--- src/rtl/rx_ptr_rd_arb_if.sv ---
// Interface bundle for the RX tail-pointer table read arbiter.
// It groups two requester channels (request and response) and the table
// read port. The master modport is the arbiter's view. The slave modport
// is the view of the surrounding requesters and the table.
interface rx_ptr_rd_arb_if #(
    parameter int FLOWID_W = 12,
    parameter int DATA_W   = 16
);
    logic                req0_val;
    logic [FLOWID_W-1:0] req0_addr;
    logic                req0_rdy;
    logic                req1_val;
    logic [FLOWID_W-1:0] req1_addr;
    logic                req1_rdy;

    logic                resp0_val;
    logic [DATA_W-1:0]   resp0_data;
    logic                resp0_rdy;
    logic                resp1_val;
    logic [DATA_W-1:0]   resp1_data;
    logic                resp1_rdy;

    logic                mem_rd_req_val;
    logic [FLOWID_W-1:0] mem_rd_req_addr;
    logic                mem_rd_req_rdy;
    logic                mem_rd_resp_val;
    logic [DATA_W-1:0]   mem_rd_resp_data;
    logic                mem_rd_resp_rdy;

    modport master (
        input  req0_val, req0_addr, req1_val, req1_addr,
        output req0_rdy, req1_rdy,
        output resp0_val, resp0_data, resp1_val, resp1_data,
        input  resp0_rdy, resp1_rdy,
        output mem_rd_req_val, mem_rd_req_addr,
        input  mem_rd_req_rdy,
        input  mem_rd_resp_val, mem_rd_resp_data,
        output mem_rd_resp_rdy
    );

    modport slave (
        output req0_val, req0_addr, req1_val, req1_addr,
        input  req0_rdy, req1_rdy,
        input  resp0_val, resp0_data, resp1_val, resp1_data,
        output resp0_rdy, resp1_rdy,
        input  mem_rd_req_val, mem_rd_req_addr,
        output mem_rd_req_rdy,
        output mem_rd_resp_val, mem_rd_resp_data,
        input  mem_rd_resp_rdy
    );
endinterface

--- src/rtl/rx_ptr_rd_arb.sv ---
// Two-requester round-robin read arbiter for the RX tail-pointer table.
// Requests and responses pass through combinationally. An in-order FIFO of
// 1-bit owner tags steers each table response back to the requester that
// issued the read. The table must return responses in request order.
// FLOWID_W / DATA_W defaults stand in for tcp_pkg::FLOWID_W and
// RX_PAYLOAD_PTR_W+1. Override them at instantiation.
module rx_ptr_rd_arb #(
    parameter int FLOWID_W  = 12,
    parameter int DATA_W    = 16,
    parameter int TAG_DEPTH = 4
) (
    input  logic                       clk,
    input  logic                       rst,
    rx_ptr_rd_arb_if.master            bus,
    output logic [$clog2(TAG_DEPTH):0] outstanding
);
    localparam int PTR_W = $clog2(TAG_DEPTH);
    localparam int CNT_W = PTR_W + 1;

    logic                 last_grant;
    logic [TAG_DEPTH-1:0] tag_fifo;
    logic [PTR_W-1:0]     wr_ptr;
    logic [PTR_W-1:0]     rd_ptr;
    logic [CNT_W-1:0]     count;

    logic                 full;
    logic                 empty;
    logic                 can_issue;
    logic                 sel;
    logic                 head;
    logic                 push;
    logic                 pop;
    logic [FLOWID_W-1:0]  addr_sel;
    logic [DATA_W-1:0]    resp_data;

    // Issue is gated on the registered count only, so a same-cycle pop
    // never opens a slot and the ready path stays loop-free.
    assign full      = (count == CNT_W'(TAG_DEPTH));
    assign empty     = (count == '0);
    assign can_issue = ~full;

    // Round-robin winner: a lone requester wins, and a tie goes to the one not granted last
    always_comb begin
        if (bus.req0_val && bus.req1_val) begin
            sel = ~last_grant;
        end else begin
            sel = bus.req1_val;
        end
    end

    assign addr_sel            = sel ? bus.req1_addr : bus.req0_addr;
    assign bus.mem_rd_req_addr = addr_sel;
    assign bus.mem_rd_req_val  = (bus.req0_val | bus.req1_val) & can_issue;
    assign bus.req0_rdy        = bus.mem_rd_req_rdy & can_issue & bus.req0_val & ~sel;
    assign bus.req1_rdy        = bus.mem_rd_req_rdy & can_issue & bus.req1_val & sel;

    // Response steering by the oldest outstanding tag
    assign head                = tag_fifo[rd_ptr];
    assign resp_data           = bus.mem_rd_resp_data;
    assign bus.resp0_data      = resp_data;
    assign bus.resp1_data      = resp_data;
    assign bus.resp0_val       = bus.mem_rd_resp_val & ~empty & ~head;
    assign bus.resp1_val       = bus.mem_rd_resp_val & ~empty & head;
    assign bus.mem_rd_resp_rdy = ~empty & (head ? bus.resp1_rdy : bus.resp0_rdy);

    assign push        = bus.mem_rd_req_val & bus.mem_rd_req_rdy;
    assign pop         = bus.mem_rd_resp_val & bus.mem_rd_resp_rdy;
    assign outstanding = count;

    // Pointers, occupancy and round-robin history; reset makes requester 0 win the first tie
    always_ff @(posedge clk or negedge rst) begin
        if (!rst) begin
            wr_ptr     <= '0;
            rd_ptr     <= '0;
            count      <= '0;
            last_grant <= 1'b1;
        end else begin
            if (push) begin
                wr_ptr     <= wr_ptr + PTR_W'(1);
                last_grant <= sel;
            end
            if (pop) begin
                rd_ptr <= rd_ptr + PTR_W'(1);
            end
            if (push && !pop) begin
                count <= count + CNT_W'(1);
            end else if (pop && !push) begin
                count <= count - CNT_W'(1);
            end
        end
    end

    // Owner tag storage; entries are only meaningful between push and pop
    always_ff @(posedge clk) begin
        if (push) begin
            tag_fifo[wr_ptr] <= sel;
        end
    end

    // A table response with no read outstanding is a protocol error and is ignored
    a_no_resp_when_empty: assert property (@(posedge clk) disable iff (!rst)
        !(bus.mem_rd_resp_val && empty));

endmodule

--- src/flat_wrapper.sv ---
// flat-port wrapper written by rule: the top's interface ports become plain ports
module rx_ptr_rd_arb_flat 
#(
    parameter int FLOWID_W  = 12,
    parameter int DATA_W    = 16,
    parameter int TAG_DEPTH = 4
)
  (clk, rst, outstanding, bus_req0_val, bus_req0_addr, bus_req1_val, bus_req1_addr, bus_req0_rdy, bus_req1_rdy, bus_resp0_val, bus_resp0_data, bus_resp1_val, bus_resp1_data, bus_resp0_rdy, bus_resp1_rdy, bus_mem_rd_req_val, bus_mem_rd_req_addr, bus_mem_rd_req_rdy, bus_mem_rd_resp_val, bus_mem_rd_resp_data, bus_mem_rd_resp_rdy);
  rx_ptr_rd_arb_if #(.FLOWID_W(FLOWID_W), .DATA_W(DATA_W)) bus_i ();
  input  logic clk;
  input  logic rst;
  output logic [$clog2(TAG_DEPTH):0] outstanding;
  input wire logic [$bits(bus_i.req0_val)-1:0] bus_req0_val;
  input wire logic [$bits(bus_i.req0_addr)-1:0] bus_req0_addr;
  input wire logic [$bits(bus_i.req1_val)-1:0] bus_req1_val;
  input wire logic [$bits(bus_i.req1_addr)-1:0] bus_req1_addr;
  output wire logic [$bits(bus_i.req0_rdy)-1:0] bus_req0_rdy;
  output wire logic [$bits(bus_i.req1_rdy)-1:0] bus_req1_rdy;
  output wire logic [$bits(bus_i.resp0_val)-1:0] bus_resp0_val;
  output wire logic [$bits(bus_i.resp0_data)-1:0] bus_resp0_data;
  output wire logic [$bits(bus_i.resp1_val)-1:0] bus_resp1_val;
  output wire logic [$bits(bus_i.resp1_data)-1:0] bus_resp1_data;
  input wire logic [$bits(bus_i.resp0_rdy)-1:0] bus_resp0_rdy;
  input wire logic [$bits(bus_i.resp1_rdy)-1:0] bus_resp1_rdy;
  output wire logic [$bits(bus_i.mem_rd_req_val)-1:0] bus_mem_rd_req_val;
  output wire logic [$bits(bus_i.mem_rd_req_addr)-1:0] bus_mem_rd_req_addr;
  input wire logic [$bits(bus_i.mem_rd_req_rdy)-1:0] bus_mem_rd_req_rdy;
  input wire logic [$bits(bus_i.mem_rd_resp_val)-1:0] bus_mem_rd_resp_val;
  input wire logic [$bits(bus_i.mem_rd_resp_data)-1:0] bus_mem_rd_resp_data;
  output wire logic [$bits(bus_i.mem_rd_resp_rdy)-1:0] bus_mem_rd_resp_rdy;
  assign bus_i.req0_val = bus_req0_val;
  assign bus_i.req0_addr = bus_req0_addr;
  assign bus_i.req1_val = bus_req1_val;
  assign bus_i.req1_addr = bus_req1_addr;
  assign bus_req0_rdy = bus_i.req0_rdy;
  assign bus_req1_rdy = bus_i.req1_rdy;
  assign bus_resp0_val = bus_i.resp0_val;
  assign bus_resp0_data = bus_i.resp0_data;
  assign bus_resp1_val = bus_i.resp1_val;
  assign bus_resp1_data = bus_i.resp1_data;
  assign bus_i.resp0_rdy = bus_resp0_rdy;
  assign bus_i.resp1_rdy = bus_resp1_rdy;
  assign bus_mem_rd_req_val = bus_i.mem_rd_req_val;
  assign bus_mem_rd_req_addr = bus_i.mem_rd_req_addr;
  assign bus_i.mem_rd_req_rdy = bus_mem_rd_req_rdy;
  assign bus_i.mem_rd_resp_val = bus_mem_rd_resp_val;
  assign bus_i.mem_rd_resp_data = bus_mem_rd_resp_data;
  assign bus_mem_rd_resp_rdy = bus_i.mem_rd_resp_rdy;
  rx_ptr_rd_arb #(.FLOWID_W(FLOWID_W), .DATA_W(DATA_W), .TAG_DEPTH(TAG_DEPTH)) u_core (.clk(clk), .rst(rst), .bus(bus_i), .outstanding(outstanding));
endmodule
--- config.mk ---
export PLATFORM = sky130hd
export DESIGN_NAME = rx_ptr_rd_arb_flat
export DESIGN_NICKNAME = d
export VERILOG_FILES = /design/src/rtl/rx_ptr_rd_arb_if.sv /design/src/rtl/rx_ptr_rd_arb.sv /design/src/flat_wrapper.sv
export SDC_FILE = /design/constraint.sdc
export NUM_CORES = 1
export LEC_CHECK = 0
export ABC_AREA = 1
export BUFFER_PORTS_ARGS = -buffer_cell sky130_fd_sc_hd__clkbuf_2
export CORE_MARGIN = 2
export CORE_UTILIZATION = 30
export CTS_BUF_LIST = sky130_fd_sc_hd__clkbuf_8
export CTS_CLUSTER_DIAMETER = 30
export DETAILED_ROUTE_END_ITERATION = 10
export PLACE_DENSITY_LB_ADDON = 0.3
export SYNTH_ARGS = -nofsm -noshare
export SYNTH_HDL_FRONTEND = slang
export SYNTH_SLANG_ARGS = --single-unit
--- constraint.sdc ---
create_clock -name clk -period 3.23 [get_ports clk]
set_clock_uncertainty 0.1 [all_clocks]
set_input_delay 0.323 -clock clk [delete_from_list [all_inputs] [get_ports clk]]
set_output_delay 0.323 -clock clk [all_outputs]
set_load 0.02 [all_outputs]
Word-level counts from Yosys, hierarchy flattened
Cells that the tools add are included.
{ "op_classes": {"add_sub_neg": 4, "magnitude_cmp": 3, "eq_ne": 1, "mux": 10, "n_bitwise": 18, "n_reduce_logical": 8} }
{ "ops": {"columns": ["cell", "n"], "rows": [
  ["$and A1 B1 Y1", 12],
  ["$mux W12", 1],
  ["$lt A2 B3 Y1 const B", 2],
  ["$mux W3", 2],
  ["$not A1 Y1", 5],
  ["$add A2 B1 Y2 const B", 2],
  ["$bwmux W4", 1],
  ["$logic_and A1 B1 Y1", 4],
  ["$mux W1", 4],
  ["$add A3 B1 Y3 const B", 1],
  ["$eq A3 B3 Y1 const B", 1],
  ["$logic_not A3 Y1", 1],
  ["$sub A3 B1 Y3 const B", 1],
  ["$bmux W1 S2", 1],
  ["$demux W1 S2", 1],
  ["$ge A2 B1 Y1 const B", 1],
  ["$logic_not A1 Y1", 2],
  ["$reduce_bool A2 Y1", 1],
  ["$or A1 B1 Y1", 1]
]} }
{ "word_totals": {"reg_bits": 12, "out_inout_bits": 53} }

Logic depth before layout (Yosys ltp)
Gate-level depths: netlist of the first run.
{ "logic_depth": {"depth_word": 8, "ltp_mapped": 12, "mapped_depth_nobuf": 12} }

Worst setup path after synthesis of the first run
No wires, ideal clock.
{ "synth_path": {"path_type": "register -> register", "startpoint": "reg u_core.count[0] (netlist: u_core.outstanding[0])", "endpoint": "reg u_core.count[1] (netlist: u_core.outstanding[1])", "arrival_time_ns": 1.871, "slack_ns": 1.132, "path_stages_with_launch": 8, "period_less_slack_ns": 2.098, "path_cell_list": "dfrtp_1 nor2_2 a21oi_2 nand3_2 ha_1 inv_1 fa_1 mux2_1"} }
{ "synth_via": {"elab_chain_cells": 7} }
{ "synth_rtl": {"columns": ["element", "line_no", "text"], "rows": [
  ["from (decl)", "rx_ptr_rd_arb.sv:24", "logic [CNT_W-1:0] count;"],
  ["from (signal assigned)", "rx_ptr_rd_arb.sv:86", "count <= count + CNT_W'(1);"],
  ["from (signal assigned)", "rx_ptr_rd_arb.sv:88", "count <= count - CNT_W'(1);"],
  ["$eq A3 B3 Y1 or $logic_not A3 Y1 (tied branches)", "rx_ptr_rd_arb.sv:38, rx_ptr_rd_arb.sv:39", null],
  ["$not A1 Y1 (on tied branches)", "rx_ptr_rd_arb.sv:40, rx_ptr_rd_arb.sv:64", null],
  ["$and A1 B1 Y1 (on tied branches)", "rx_ptr_rd_arb.sv:53, rx_ptr_rd_arb.sv:64", null],
  ["$and A1 B1 Y1 (on tied branches)", "rx_ptr_rd_arb.sv:66, rx_ptr_rd_arb.sv:67", null],
  ["$logic_not A1 Y1 (on tied branches)", "rx_ptr_rd_arb.sv:87, rx_ptr_rd_arb.sv:85", null],
  ["$logic_and A1 B1 Y1 (on tied branches)", "rx_ptr_rd_arb.sv:87, rx_ptr_rd_arb.sv:85", null],
  ["$reduce_bool A2 Y1 (no line) or $mux W3 (tied branches)", null, null]
]} }
Parallel ways exist; a longest one is shown, timed or not. The select of a mux whose other input is x is not followed.
A chain may end at the register's enable or synchronous reset.

Final worst setup path of the first run
{ "layout_path": {"startpoint": "reg u_core.count[0] (netlist: u_core.outstanding[0])", "endpoint": "reg u_core.count[1] (netlist: u_core.outstanding[1])"} }
{ "layout_via": {"elab_chain_cells": 7} }
{ "layout_rtl": {"columns": ["element", "line_no", "text"], "rows": [
  ["$eq A3 B3 Y1 (*)", "rx_ptr_rd_arb.sv:38", "assign full = (count == CNT_W'(TAG_DEPTH));"],
  ["$not A1 Y1 (*)", "rx_ptr_rd_arb.sv:40", "assign can_issue = ~full;"],
  ["$and A1 B1 Y1 (*)", "rx_ptr_rd_arb.sv:53", "assign bus.mem_rd_req_val = (bus.req0_val | bus.req1_val) & can_issue;"],
  ["$and A1 B1 Y1 (*)", "rx_ptr_rd_arb.sv:66", "assign push = bus.mem_rd_req_val & bus.mem_rd_req_rdy;"],
  ["via u_core.push", "rx_ptr_rd_arb.sv:31", "logic push;"],
  ["$logic_not A1 Y1", "rx_ptr_rd_arb.sv:87", "end else if (pop && !push) begin"],
  ["$logic_and A1 B1 Y1", "rx_ptr_rd_arb.sv:87", null],
  ["$reduce_bool A2 Y1 (no line)", null, null]
]} }
The timed path passes the listed nets; every way through them passes the cells marked *. The select of a mux whose other input is x is not followed.

==> run_summary.xml, run 1 <==
<?xml version="1.0" encoding="UTF-8"?>
<metrics>
  <group name="logic_synthesis">
    <metric name="synthXorXnorAreaFrac" unit="">0.0313</metric>
    <metric name="netlist.area_leader.share" unit="">0.214</metric>
    <metric name="yosys_warnings" unit="">0</metric>
    <metric name="post_synthesis_simple_gate_area_fraction" unit="">0.280</metric>
    <metric name="netlist-cell-type-count" unit="">23</metric>
    <metric name="share_of_synthesized_area_spent_on_multiplexers" unit="">0.0100</metric>
    <metric name="post_synth_main_area_contributors" unit="">sky130_fd_sc_hd__buf_4 (21%), sky130_fd_sc_hd__nand2_1 (17%), sky130_fd_sc_hd__dfrtp_1 (16%)</metric>
    <metric name="synth.yosys.seq_area_share" unit="">0.287</metric>
    <metric name="main_combinational_cell_family_by_area_after_synthesis" unit="">simple AND/OR/NAND/NOR gates</metric>
    <metric name="number_of_standard_cells_after_synthesis" unit="">153</metric>
    <metric name="synth_area_in_compound_gates" unit="">0.0413</metric>
    <metric name="post_synth_fa_ha_maj_area_fraction" unit="">0.0737</metric>
    <metric name="syn_avg_cell_area" unit="um^2">7.33</metric>
    <metric name="area_of_the_mapped_netlist" unit="um^2">1120</metric>
    <metric name="synth.ff_latch_count" unit="">12</metric>
    <metric name="yosysTopAreaCell" unit="">sky130_fd_sc_hd__buf_4</metric>
    <metric name="synthesis.nets" unit="">207</metric>
  </group>
  <group name="cts">
    <metric name="ctsRootBufferMaster" unit="">sky130_fd_sc_hd__clkbuf_8</metric>
    <metric name="cts-htree-levels" unit="">1</metric>
    <metric name="cts_max_path_buffers" unit="">2</metric>
    <metric name="cts-buffers-inserted" unit="">3</metric>
    <metric name="cts_tree" unit="">yes</metric>
    <metric name="clock_sinks" unit="">12</metric>
    <metric name="clkSlewWorstSetupHoldPaths" unit="ps">50</metric>
    <metric name="cts_resized" unit="">0</metric>
    <metric name="insertion_delay_to_the_later_sink_of_the_worst_skew_pair" unit="ps">230</metric>
  </group>
  <group name="final_layout">
    <metric name="mostFrequentLayoutCells" unit="">sky130_fd_sc_hd__clkbuf_2 (52), sky130_fd_sc_hd__nand2_1 (51), sky130_fd_sc_hd__inv_1 (14)</metric>
    <metric name="fraction_of_layout_instances_using_a_drive_strength_above_1" unit="">0.395</metric>
    <metric name="areaGrowthSynthToFinish" unit="%">11.8</metric>
    <metric name="layout.cells.most_common" unit="">sky130_fd_sc_hd__clkbuf_2</metric>
    <metric name="final_cells" unit="">225</metric>
    <metric name="antenna_cells_inserted" unit="">0</metric>
    <metric name="fin_nets" unit="">232</metric>
  </group>
  <group name="floorplanning">
    <metric name="coreArea" unit="um^2">3630</metric>
    <metric name="die_h" unit="um">65.1</metric>
    <metric name="fp-row-count" unit="">22</metric>
    <metric name="effective_utilization_at_floorplan" unit="">0.309</metric>
    <metric name="ioPinCount" unit="">101</metric>
    <metric name="die_outline_area" unit="um^2">4240</metric>
    <metric name="die_x" unit="um">65.1</metric>
  </group>
  <group name="timing">
    <metric name="timing.fmax" unit="MHz">470</metric>
    <metric name="slew_violations" unit="">0</metric>
    <metric name="fin_tns_setup" unit="ps">0</metric>
    <metric name="final_hold_viol_count" unit="">0</metric>
    <metric name="finalSetupViolCount" unit="">0</metric>
    <metric name="grt_setup_unrepaired" unit="">false</metric>
    <metric name="fin_crit_sh" unit="">0.658</metric>
    <metric name="finalHoldWorstSlack" unit="ps">334</metric>
    <metric name="transition_at_the_pin_with_the_smallest_max_transition_slack" unit="ps">249</metric>
    <metric name="slew_headroom" unit="">0.834</metric>
    <metric name="final_min_period" unit="ps">2130</metric>
  </group>
  <group name="power_and_ir_drop">
    <metric name="power_switching" unit="W">0.000428</metric>
    <metric name="power_leakage" unit="nW">0.722</metric>
    <metric name="seq_power_share" unit="">0.311</metric>
    <metric name="vdd_ir_drop_max" unit="uV">204</metric>
    <metric name="p_comb_frac" unit="">0.543</metric>
    <metric name="design_power_total" unit="W">0.000922</metric>
    <metric name="clock_power_share" unit="">0.146</metric>
    <metric name="p_int" unit="W">0.000493</metric>
    <metric name="power.density_cell_area" unit="nW/um^2">735</metric>
    <metric name="share_of_total_power_consumed_by_net_switching" unit="">0.465</metric>
  </group>
  <group name="placed_design">
    <metric name="placed_cells" unit="">220</metric>
    <metric name="dpl.hpwl" unit="um">1860</metric>
    <metric name="gp_congestion" unit="">0.710</metric>
    <metric name="port_buffers" unit="">52</metric>
  </group>
  <group name="routing">
    <metric name="route.final.wire_length" unit="um">2190</metric>
    <metric name="route.detailed.drc" unit="">0</metric>
    <metric name="detailedRoute.firstIterationViolations" unit="">21</metric>
    <metric name="via_per_inst" unit="">4.07</metric>
    <metric name="first_pass_iters" unit="">3</metric>
    <metric name="detailroute.via_count" unit="">915</metric>
    <metric name="drt-wirelength-per-cell" unit="um">9.74</metric>
    <metric name="ant_nets" unit="">0</metric>
  </group>
  <group name="setup_path">
    <metric name="arrival" unit="ps">2140</metric>
    <metric name="crit_required" unit="ps">3250</metric>
    <metric name="critPathKind" unit="">reg -&gt; reg</metric>
    <metric name="crit_path_max_fanout" unit="">5</metric>
    <metric name="worstSetupEndpointType" unit="">register</metric>
    <metric name="worstSetupStartpointType" unit="">register</metric>
  </group>
  <group name="flow_run">
    <metric name="max_cap_viol_count" unit="">0</metric>
  </group>
  <group name="global_route">
    <metric name="grt_pass1_vias" unit="">868</metric>
    <metric name="grt_pass1_wl" unit="um">3660</metric>
    <metric name="grtUsageTotal" unit="">0.106</metric>
    <metric name="grt_start_max_net_pins" unit="">17</metric>
    <metric name="antenna_violations_before_repair" unit="">0</metric>
    <metric name="grt.overflow.total" unit="">0</metric>
  </group>
  <group name="outcome">
    <metric name="run_status" unit="">completed</metric>
  </group>
  <group name="hold_path">
    <metric name="min-delay-path-class" unit="">in -&gt; reg</metric>
  </group>
</metrics>
-- final timing paths --
kind / from / slack, ps / cells past startpoint / endpoint
min: bus_mem_rd_resp_val / 330 / 5 / u_core.rd_ptr[1]$_DFFE_PN0P_
max reg2reg: u_core.outstanding[0]$_DFFE_PN0P_ / 1100 / 8 / u_core.outstanding[1]$_DFFE_PN0P_
min in group asynchronous: rst / 380 / 2 / u_core.outstanding[1]$_DFFE_PN0P_
min reg2reg: u_core.last_grant$_DFFE_PN1P_ / 370 / 2 / u_core.last_grant$_DFFE_PN1P_
max in group asynchronous: rst / 2400 / 2 / u_core.last_grant$_DFFE_PN1P_
max: u_core.outstanding[0]$_DFFE_PN0P_ / 1100 / 8 / u_core.outstanding[1]$_DFFE_PN0P_
-- power by group through the flow --
stage / registers [W] / logic [W] / clock network (W)
finish: 0.000287 / 0.000500 / 0.000135
global route: 0.000297 / 0.000569 / 0.000150
CTS: 0.000286 / 0.000509 / 0.000138
detailed placement: 0.000289 / 0.000506 / 0
global placement: 0.000289 / 0.000502 / 0
floorplan: 0.000299 / 0.000406 / 0
-- cells in the mapped netlist (all sizes together) --
cell	number
nand3	7
ha	5
buf	34
nor2	10
a22oi	1
o21ai	3
mux2	1
edfxtp	4
xnor2	1
a21oi	4
dfrtp	7
inv	16
fa	1
xor2	3
nand2	55
dfstp	1
-- kinds of logic after synthesis --
| group | Yosys count |
|---|---|
| AND/OR/NAND/NOR | 72 |
| buffers and inverters | 50 |
| flip-flops | 12 |
| AO/OA/AOI/OAI | 8 |
| adder cells (fa/ha/maj) | 6 |
| XOR/XNOR | 4 |
| multiplexers | 1 |
-- per-layer routing --
layer | part of all wire | vias to the layer above | global-route usage
met5 | 0 | - | 0
li1 | - | 484 | -
met3 | 0.13 | 0 | 0.0308
met2 | 0.45 | 60 | 0.182
met4 | 0 | 0 | 0.0260
met1 | 0.42 | 371 | 0.131
-- state kept, by name (all words and copies together) (netlist names) --
signal              flops
u_core.wr_ptr           2
u_core.last_grant       1
u_core.tag_fifo         4
u_core.outstanding      3
u_core.rd_ptr           2
-- worst max-delay path, stage by stage (launching register included) --
cell and delay [ps]:
sky130_fd_sc_hd__dfrtp_1 440, sky130_fd_sc_hd__nor2_2 230, sky130_fd_sc_hd__nand2_1 90, sky130_fd_sc_hd__nand2_2 110
sky130_fd_sc_hd__nor2_4 60, sky130_fd_sc_hd__ha_1 180, sky130_fd_sc_hd__inv_1 100, sky130_fd_sc_hd__fa_1 410
sky130_fd_sc_hd__mux2_1 280
-- area by class of cell --
type                       count  area (um^2)
tap                           48         60.1
multi-input combinational     91          489
clock buffer                   3         41.3
clock inverter                 1         3.75
inverter                      16         60.1
timing repair buffer          54          278
fill                         424         2380
sequential                    12          322
-- per-stage QoR --
step                      setup WS [ps]  area (um^2)  utilization
final                              1100         1250        0.345
after global routing                926         1250        0.345
after global placement             1110         1200        0.330
after CTS                          1090         1250        0.345
after detailed placement           1100         1200        0.330
after floorplan                    1130         1120            -
-- timing repair --
item | in CTS | in global routing
hold buffers | 1 | 0
hold endpoints to repair | 7 | 0
buffers inserted | 0 | 0
(Power assumes the default switching activity.)
==> inputs of run 2 (changes only) <==
==> constraint.sdc (replaced) <==
create_clock -name clk -period 1.7 [get_ports clk]
set_clock_uncertainty 0.1 [all_clocks]
set_input_delay 0.17 -clock clk [delete_from_list [all_inputs] [get_ports clk]]
set_output_delay 0.17 -clock clk [all_outputs]
set_load 0.02 [all_outputs]
==> run_summary.xml, run 2 (synthesis results as in run 1) <==
<?xml version="1.0" encoding="UTF-8"?>
<metrics>
  <group name="floorplanning">
    <metric name="die_outline_area" unit="um^2">4240</metric>
    <metric name="die_h" unit="um">65.1</metric>
    <metric name="fp-row-count" unit="">22</metric>
    <metric name="die_x" unit="um">65.1</metric>
    <metric name="coreArea" unit="um^2">3630</metric>
    <metric name="ioPinCount" unit="">101</metric>
    <metric name="effective_utilization_at_floorplan" unit="">0.309</metric>
  </group>
  <group name="outcome">
    <metric name="run_status" unit="">complete, but fails checks</metric>
    <metric name="violations" unit="">negative setup slack</metric>
  </group>
  <group name="placed_design">
    <metric name="dpl.hpwl" unit="um">2080</metric>
    <metric name="gp_congestion" unit="">0.738</metric>
    <metric name="placement.cell_area" unit="um^2">1350</metric>
    <metric name="port_buffers" unit="">52</metric>
    <metric name="pre_cts_slack" unit="ps">-279</metric>
  </group>
  <group name="setup_path">
    <metric name="reg2reg_start" unit="">u_core.rd_ptr[0]$_DFFE_PN0P_</metric>
    <metric name="crit_required" unit="ps">1720</metric>
    <metric name="arrival" unit="ps">2010</metric>
    <metric name="crit_path_max_fanout" unit="">4</metric>
    <metric name="worstSetupEndpointType" unit="">register</metric>
    <metric name="critPathLaunch" unit="">u_core.rd_ptr[0]$_DFFE_PN0P_</metric>
    <metric name="critPathKind" unit="">reg -&gt; reg</metric>
    <metric name="worstSetupStartpointType" unit="">register</metric>
  </group>
  <group name="timing">
    <metric name="timing.fmax" unit="MHz">502</metric>
    <metric name="slew_headroom" unit="">0.830</metric>
    <metric name="final_min_period" unit="ps">1990</metric>
    <metric name="grt_setup_unrepaired" unit="">true</metric>
    <metric name="slew_violations" unit="">0</metric>
    <metric name="transition_at_the_pin_with_the_smallest_max_transition_slack" unit="ps">254</metric>
    <metric name="finalHoldWorstSlack" unit="ps">147</metric>
    <metric name="finalSetupViolCount" unit="">5</metric>
    <metric name="fin_crit_sh" unit="">1.17</metric>
    <metric name="final_hold_viol_count" unit="">0</metric>
    <metric name="fin_tns_setup" unit="ps">-866</metric>
    <metric name="postLayoutSetupSlackWorst" unit="ps">-291</metric>
  </group>
  <group name="routing">
    <metric name="ant_nets" unit="">0</metric>
    <metric name="drt-wirelength-per-cell" unit="um">10.8</metric>
    <metric name="route.final.wire_length" unit="um">2780</metric>
    <metric name="first_pass_iters" unit="">2</metric>
    <metric name="via_per_inst" unit="">4.08</metric>
    <metric name="detailedRoute.firstIterationViolations" unit="">45</metric>
    <metric name="detailroute.via_count" unit="">1053</metric>
    <metric name="route.detailed.drc" unit="">0</metric>
  </group>
  <group name="global_route">
    <metric name="antenna_violations_before_repair" unit="">0</metric>
    <metric name="grtUsageTotal" unit="">0.131</metric>
    <metric name="grt_start_max_net_pins" unit="">17</metric>
    <metric name="grt.overflow.total" unit="">0</metric>
    <metric name="grt_pass1_vias" unit="">1022</metric>
    <metric name="grt_pass1_wl" unit="um">4350</metric>
  </group>
  <group name="cts">
    <metric name="cts-buffers-inserted" unit="">3</metric>
    <metric name="cts_tree" unit="">yes</metric>
    <metric name="cts-htree-levels" unit="">1</metric>
    <metric name="clock_sinks" unit="">12</metric>
    <metric name="cts_max_path_buffers" unit="">2</metric>
    <metric name="ctsRootBufferMaster" unit="">sky130_fd_sc_hd__clkbuf_8</metric>
    <metric name="clkSlewWorstSetupHoldPaths" unit="ps">50</metric>
    <metric name="insertion_delay_to_the_later_sink_of_the_worst_skew_pair" unit="ps">230</metric>
  </group>
  <group name="final_layout">
    <metric name="finish.instance_area" unit="um^2">1680</metric>
    <metric name="fraction_of_layout_instances_using_a_drive_strength_above_1" unit="">0.576</metric>
    <metric name="antenna_cells_inserted" unit="">0</metric>
    <metric name="areaGrowthSynthToFinish" unit="%">49.8</metric>
    <metric name="top_reg_by_flops" unit="">u_core.tag_fifo</metric>
    <metric name="max_reg_flops" unit="">4</metric>
    <metric name="layout.cells.most_common" unit="">sky130_fd_sc_hd__nand2_1</metric>
    <metric name="num-fill-cells" unit="">377</metric>
    <metric name="fin_nets" unit="">265</metric>
    <metric name="fin_util" unit="">0.462</metric>
    <metric name="mostFrequentLayoutCells" unit="">sky130_fd_sc_hd__nand2_1 (44), sky130_fd_sc_hd__clkbuf_2 (39), sky130_fd_sc_hd__buf_4 (33)</metric>
  </group>
  <group name="flow_run">
    <metric name="max_cap_viol_count" unit="">0</metric>
  </group>
  <group name="hold_path">
    <metric name="timing.hold.worst.start" unit="">bus_req1_val</metric>
    <metric name="min-delay-path-class" unit="">in -&gt; reg</metric>
  </group>
  <group name="power_and_ir_drop">
    <metric name="power_leakage" unit="nW">0.917</metric>
    <metric name="vdd_ir_drop_max" unit="uV">470</metric>
    <metric name="power.density_cell_area" unit="nW/um^2">1500</metric>
  </group>
</metrics>
-- run 2: cell count changes in the layout (fill, tap and decap cells not counted), sizes merged --
cell and delta:
buf +45, clkbuf -12
-- run 2: metal layers --
metal,GRT usage,share of wire,vias up,wire (um)
met2,0.249,0.50,59,1400
met5,0,0,-,0
li1,-,-,548,-
met4,0.0417,0.0090,0,25
met3,0.0342,0.095,2,263
met1,0.141,0.39,444,1090
-- run 2: final cells by class --
cell class / instances / area [um^2] / area share
clock inverter: 1 / 3.75 / 0.00224
clock buffer: 3 / 41.3 / 0.0246
tap: 48 / 60.1 / 0.0358
inverter: 16 / 65.1 / 0.0387
timing repair buffer: 87 / 591 / 0.352
sequential: 12 / 325 / 0.194
multi-input combinational: 91 / 593 / 0.353
-- run 2: critical path: stages, from the launching register on --
cell and delay [ps]:
sky130_fd_sc_hd__dfrtp_1 400, sky130_fd_sc_hd__inv_2 100, sky130_fd_sc_hd__nand2_2 70, sky130_fd_sc_hd__nand3_4 80, sky130_fd_sc_hd__nand2_2 70, sky130_fd_sc_hd__nand2_2 80, sky130_fd_sc_hd__nand3_4 90, sky130_fd_sc_hd__ha_4 170
sky130_fd_sc_hd__inv_4 50, sky130_fd_sc_hd__fa_2 410, sky130_fd_sc_hd__mux2_4 270
-- run 2: what timing repair did --
action	4_1_cts	5_1_grt
gates cloned	0	1
gates resized for setup	11	40
hold buffers	1	0
setup endpoints to repair	15	18
hold endpoints to repair	8	0
pin swaps	5	9
setup buffers	12	3
-- run 2: worst paths after layout --
kind                            slack [ps]                                 to  cells after the start
worst max-delay path                  -290  u_core.outstanding[1]$_DFFE_PN0P_                     10
worst min-delay path                   150      u_core.last_grant$_DFFE_PN1P_                      3
worst max register to register        -290  u_core.outstanding[1]$_DFFE_PN0P_                     10
worst min register to register         380      u_core.last_grant$_DFFE_PN1P_                      2
max in group asynchronous             1030      u_core.last_grant$_DFFE_PN1P_                      2
min in group asynchronous              220  u_core.outstanding[0]$_DFFE_PN0P_                      2
-- run 2: power by group --
group          internal, W  switching [W]  leakage [nW]
sequential        0.000430      0.0000952         0.128
clock             0.000158      0.0000943        0.0269
combinational     0.000889       0.000845         0.762
total              0.00148        0.00103         0.917
-- run 2: through the flow --
step	power [W]	instances
3_5_place_dp	0.00178	238
4_1_cts	0.00233	255
6_report	0.00251	258
2_1_floorplan	0.00137	153
5_1_grt	0.00273	258
3_3_place_gp	0.00177	238
==> inputs of run 3 (changes only) <==
--- a/config.mk
+++ b/config.mk
@@ -13,6 +13,7 @@
 export CTS_CLUSTER_DIAMETER = 30
 export DETAILED_ROUTE_END_ITERATION = 10
 export PLACE_DENSITY_LB_ADDON = 0.3
+export SETUP_SLACK_MARGIN = 0.2
 export SYNTH_ARGS = -nofsm -noshare
 export SYNTH_HDL_FRONTEND = slang
 export SYNTH_SLANG_ARGS = --single-unit
==> run_summary.xml, run 3 (synthesis results as in run 1) <==
<?xml version="1.0" encoding="UTF-8"?>
<metrics>
  <group name="timing">
    <metric name="transition_at_the_pin_with_the_smallest_max_transition_slack" unit="ps">254</metric>
    <metric name="grt_setup_unrepaired" unit="">true</metric>
    <metric name="finalSetupViolCount" unit="">6</metric>
    <metric name="postLayoutSetupSlackWorst" unit="ps">-296</metric>
    <metric name="finalHoldWorstSlack" unit="ps">198</metric>
    <metric name="final_hold_viol_count" unit="">0</metric>
    <metric name="fin_tns_setup" unit="ps">-999</metric>
    <metric name="slew_violations" unit="">0</metric>
    <metric name="fin_crit_sh" unit="">1.17</metric>
    <metric name="final_min_period" unit="ps">2000</metric>
    <metric name="slew_headroom" unit="">0.830</metric>
    <metric name="timing.fmax" unit="MHz">501</metric>
  </group>
  <group name="final_layout">
    <metric name="mostFrequentLayoutCells" unit="">sky130_fd_sc_hd__clkbuf_2 (35), sky130_fd_sc_hd__buf_4 (26), sky130_fd_sc_hd__nand2_4 (23)</metric>
    <metric name="areaGrowthSynthToFinish" unit="%">83.9</metric>
    <metric name="fraction_of_layout_instances_using_a_drive_strength_above_1" unit="">0.751</metric>
    <metric name="layout.cells.most_common" unit="">sky130_fd_sc_hd__clkbuf_2</metric>
    <metric name="antenna_cells_inserted" unit="">0</metric>
    <metric name="finish.instance_area" unit="um^2">2060</metric>
    <metric name="area.sequential" unit="um^2">325</metric>
    <metric name="max_reg_flops" unit="">4</metric>
    <metric name="multi_input_gate_area" unit="um^2">797</metric>
    <metric name="num-fill-cells" unit="">320</metric>
    <metric name="fin_nets" unit="">268</metric>
    <metric name="top_reg_by_flops" unit="">u_core.tag_fifo</metric>
  </group>
  <group name="floorplanning">
    <metric name="coreArea" unit="um^2">3630</metric>
    <metric name="effective_utilization_at_floorplan" unit="">0.309</metric>
    <metric name="die_outline_area" unit="um^2">4240</metric>
    <metric name="fp-row-count" unit="">22</metric>
    <metric name="die_h" unit="um">65.1</metric>
    <metric name="die_x" unit="um">65.1</metric>
    <metric name="ioPinCount" unit="">101</metric>
  </group>
  <group name="cts">
    <metric name="ctsRootBufferMaster" unit="">sky130_fd_sc_hd__clkbuf_8</metric>
    <metric name="cts-htree-levels" unit="">1</metric>
    <metric name="insertion_delay_to_the_later_sink_of_the_worst_skew_pair" unit="ps">230</metric>
    <metric name="cts_max_path_buffers" unit="">2</metric>
    <metric name="cts-buffers-inserted" unit="">3</metric>
    <metric name="clkSlewWorstSetupHoldPaths" unit="ps">50</metric>
    <metric name="cts_tree" unit="">yes</metric>
    <metric name="clock_sinks" unit="">12</metric>
  </group>
  <group name="setup_path">
    <metric name="crit_path_max_fanout" unit="">4</metric>
    <metric name="critPathKind" unit="">reg -&gt; reg</metric>
    <metric name="worstSetupStartpointType" unit="">register</metric>
    <metric name="worstSetupEndpointType" unit="">register</metric>
    <metric name="crit_required" unit="ps">1720</metric>
    <metric name="reg2reg_setup_slack" unit="ps">-300</metric>
    <metric name="arrival" unit="ps">2010</metric>
  </group>
  <group name="hold_path">
    <metric name="min-delay-path-class" unit="">in -&gt; reg</metric>
  </group>
  <group name="flow_run">
    <metric name="max_cap_viol_count" unit="">0</metric>
  </group>
  <group name="global_route">
    <metric name="grt_pass1_wl" unit="um">4800</metric>
    <metric name="grt.overflow.total" unit="">0</metric>
    <metric name="grtUsageTotal" unit="">0.145</metric>
    <metric name="grt_start_max_net_pins" unit="">17</metric>
    <metric name="grt_pass1_vias" unit="">1101</metric>
    <metric name="antenna_violations_before_repair" unit="">0</metric>
  </group>
  <group name="power_and_ir_drop">
    <metric name="power_leakage" unit="nW">1.05</metric>
    <metric name="design_power_total" unit="W">0.00287</metric>
    <metric name="vdd_ir_drop_max" unit="uV">499</metric>
    <metric name="power.density_cell_area" unit="nW/um^2">1390</metric>
  </group>
  <group name="placed_design">
    <metric name="port_buffers" unit="">52</metric>
    <metric name="pre_cts_slack" unit="ps">-279</metric>
    <metric name="placement.cell_area" unit="um^2">1350</metric>
    <metric name="dpl.hpwl" unit="um">2080</metric>
    <metric name="gp_congestion" unit="">0.738</metric>
  </group>
  <group name="routing">
    <metric name="detailedRoute.firstIterationViolations" unit="">33</metric>
    <metric name="detailroute.via_count" unit="">1102</metric>
    <metric name="route.final.wire_length" unit="um">3280</metric>
    <metric name="via_per_inst" unit="">4.22</metric>
    <metric name="first_pass_iters" unit="">2</metric>
    <metric name="route.detailed.drc" unit="">0</metric>
    <metric name="ant_nets" unit="">0</metric>
    <metric name="drt-wirelength-per-cell" unit="um">12.6</metric>
  </group>
  <group name="outcome">
    <metric name="violations" unit="">negative setup slack</metric>
    <metric name="run_status" unit="">complete, but fails checks</metric>
  </group>
</metrics>
## run 3: power by group
part	switching (W)	total [W]	internal (W)	leakage, nW
clock	0.0000957	0.000254	0.000158	0.0269
combinational	0.000981	0.00209	0.00111	0.897
sequential	0.000101	0.000531	0.000430	0.128
## run 3: timing repair
| item | CTS | global route |
|---|---|---|
| cloned | 1 | 0 |
| endpoints found under the setup margin | 20 | 25 |
| hold buffers | 1 | 0 |
| pin swaps | 22 | 17 |
| endpoints found under the hold margin | 8 | 0 |
| resized for setup | 77 | 72 |
| buffers inserted | 12 | 5 |
## run 3: final timing paths
kind,start,endpoint,depth (start not counted)
setup / recovery,u_core.rd_ptr[0]$_DFFE_PN0P_,u_core.rd_ptr[0]$_DFFE_PN0P_,14
hold / removal,bus_req1_val,u_core.last_grant$_DFFE_PN1P_,3
setup reg to reg,u_core.rd_ptr[0]$_DFFE_PN0P_,u_core.rd_ptr[0]$_DFFE_PN0P_,14
hold reg to reg,u_core.last_grant$_DFFE_PN1P_,u_core.last_grant$_DFFE_PN1P_,2
max in group asynchronous,rst,u_core.last_grant$_DFFE_PN1P_,2
min in group asynchronous,rst,u_core.outstanding[0]$_DFFE_PN0P_,2
## run 3: through the flow
step	util	cells
global route	0.567	261
finish	0.567	261
CTS	0.491	256
detailed placement	0.370	238
floorplan	-	153
global placement	0.370	238
## run 3: critical path: stages (launching register included)
cell and delay [ps]:
sky130_fd_sc_hd__dfrtp_1 390, sky130_fd_sc_hd__inv_2 70, sky130_fd_sc_hd__buf_4 140, sky130_fd_sc_hd__buf_6 100
sky130_fd_sc_hd__buf_6 100, sky130_fd_sc_hd__buf_6 110, sky130_fd_sc_hd__buf_6 100, sky130_fd_sc_hd__buf_6 100
sky130_fd_sc_hd__buf_6 100, sky130_fd_sc_hd__buf_4 120, sky130_fd_sc_hd__buf_4 120, sky130_fd_sc_hd__buf_4 130
sky130_fd_sc_hd__buf_6 100, sky130_fd_sc_hd__nand3_2 60, sky130_fd_sc_hd__nand2_2 50
## run 3: layout make-up
cell class	instances	area share
Clock inverter	1	0.00182
Timing Repair Buffer	90	0.371
Multi-Input combinational cell	91	0.387
Inverter	16	0.0340
Tap cell	48	0.0291
Sequential cell	12	0.158
Clock buffer	3	0.0200
## run 3: per-layer routing
layer | wire length, um | GRT usage | vias up
met5 | 0 | 0 | -
met4 | 51 | 0.0417 | 0
met3 | 323 | 0.0479 | 4
met2 | 1770 | 0.281 | 61
met1 | 1130 | 0.147 | 483
li1 | - | - | 554
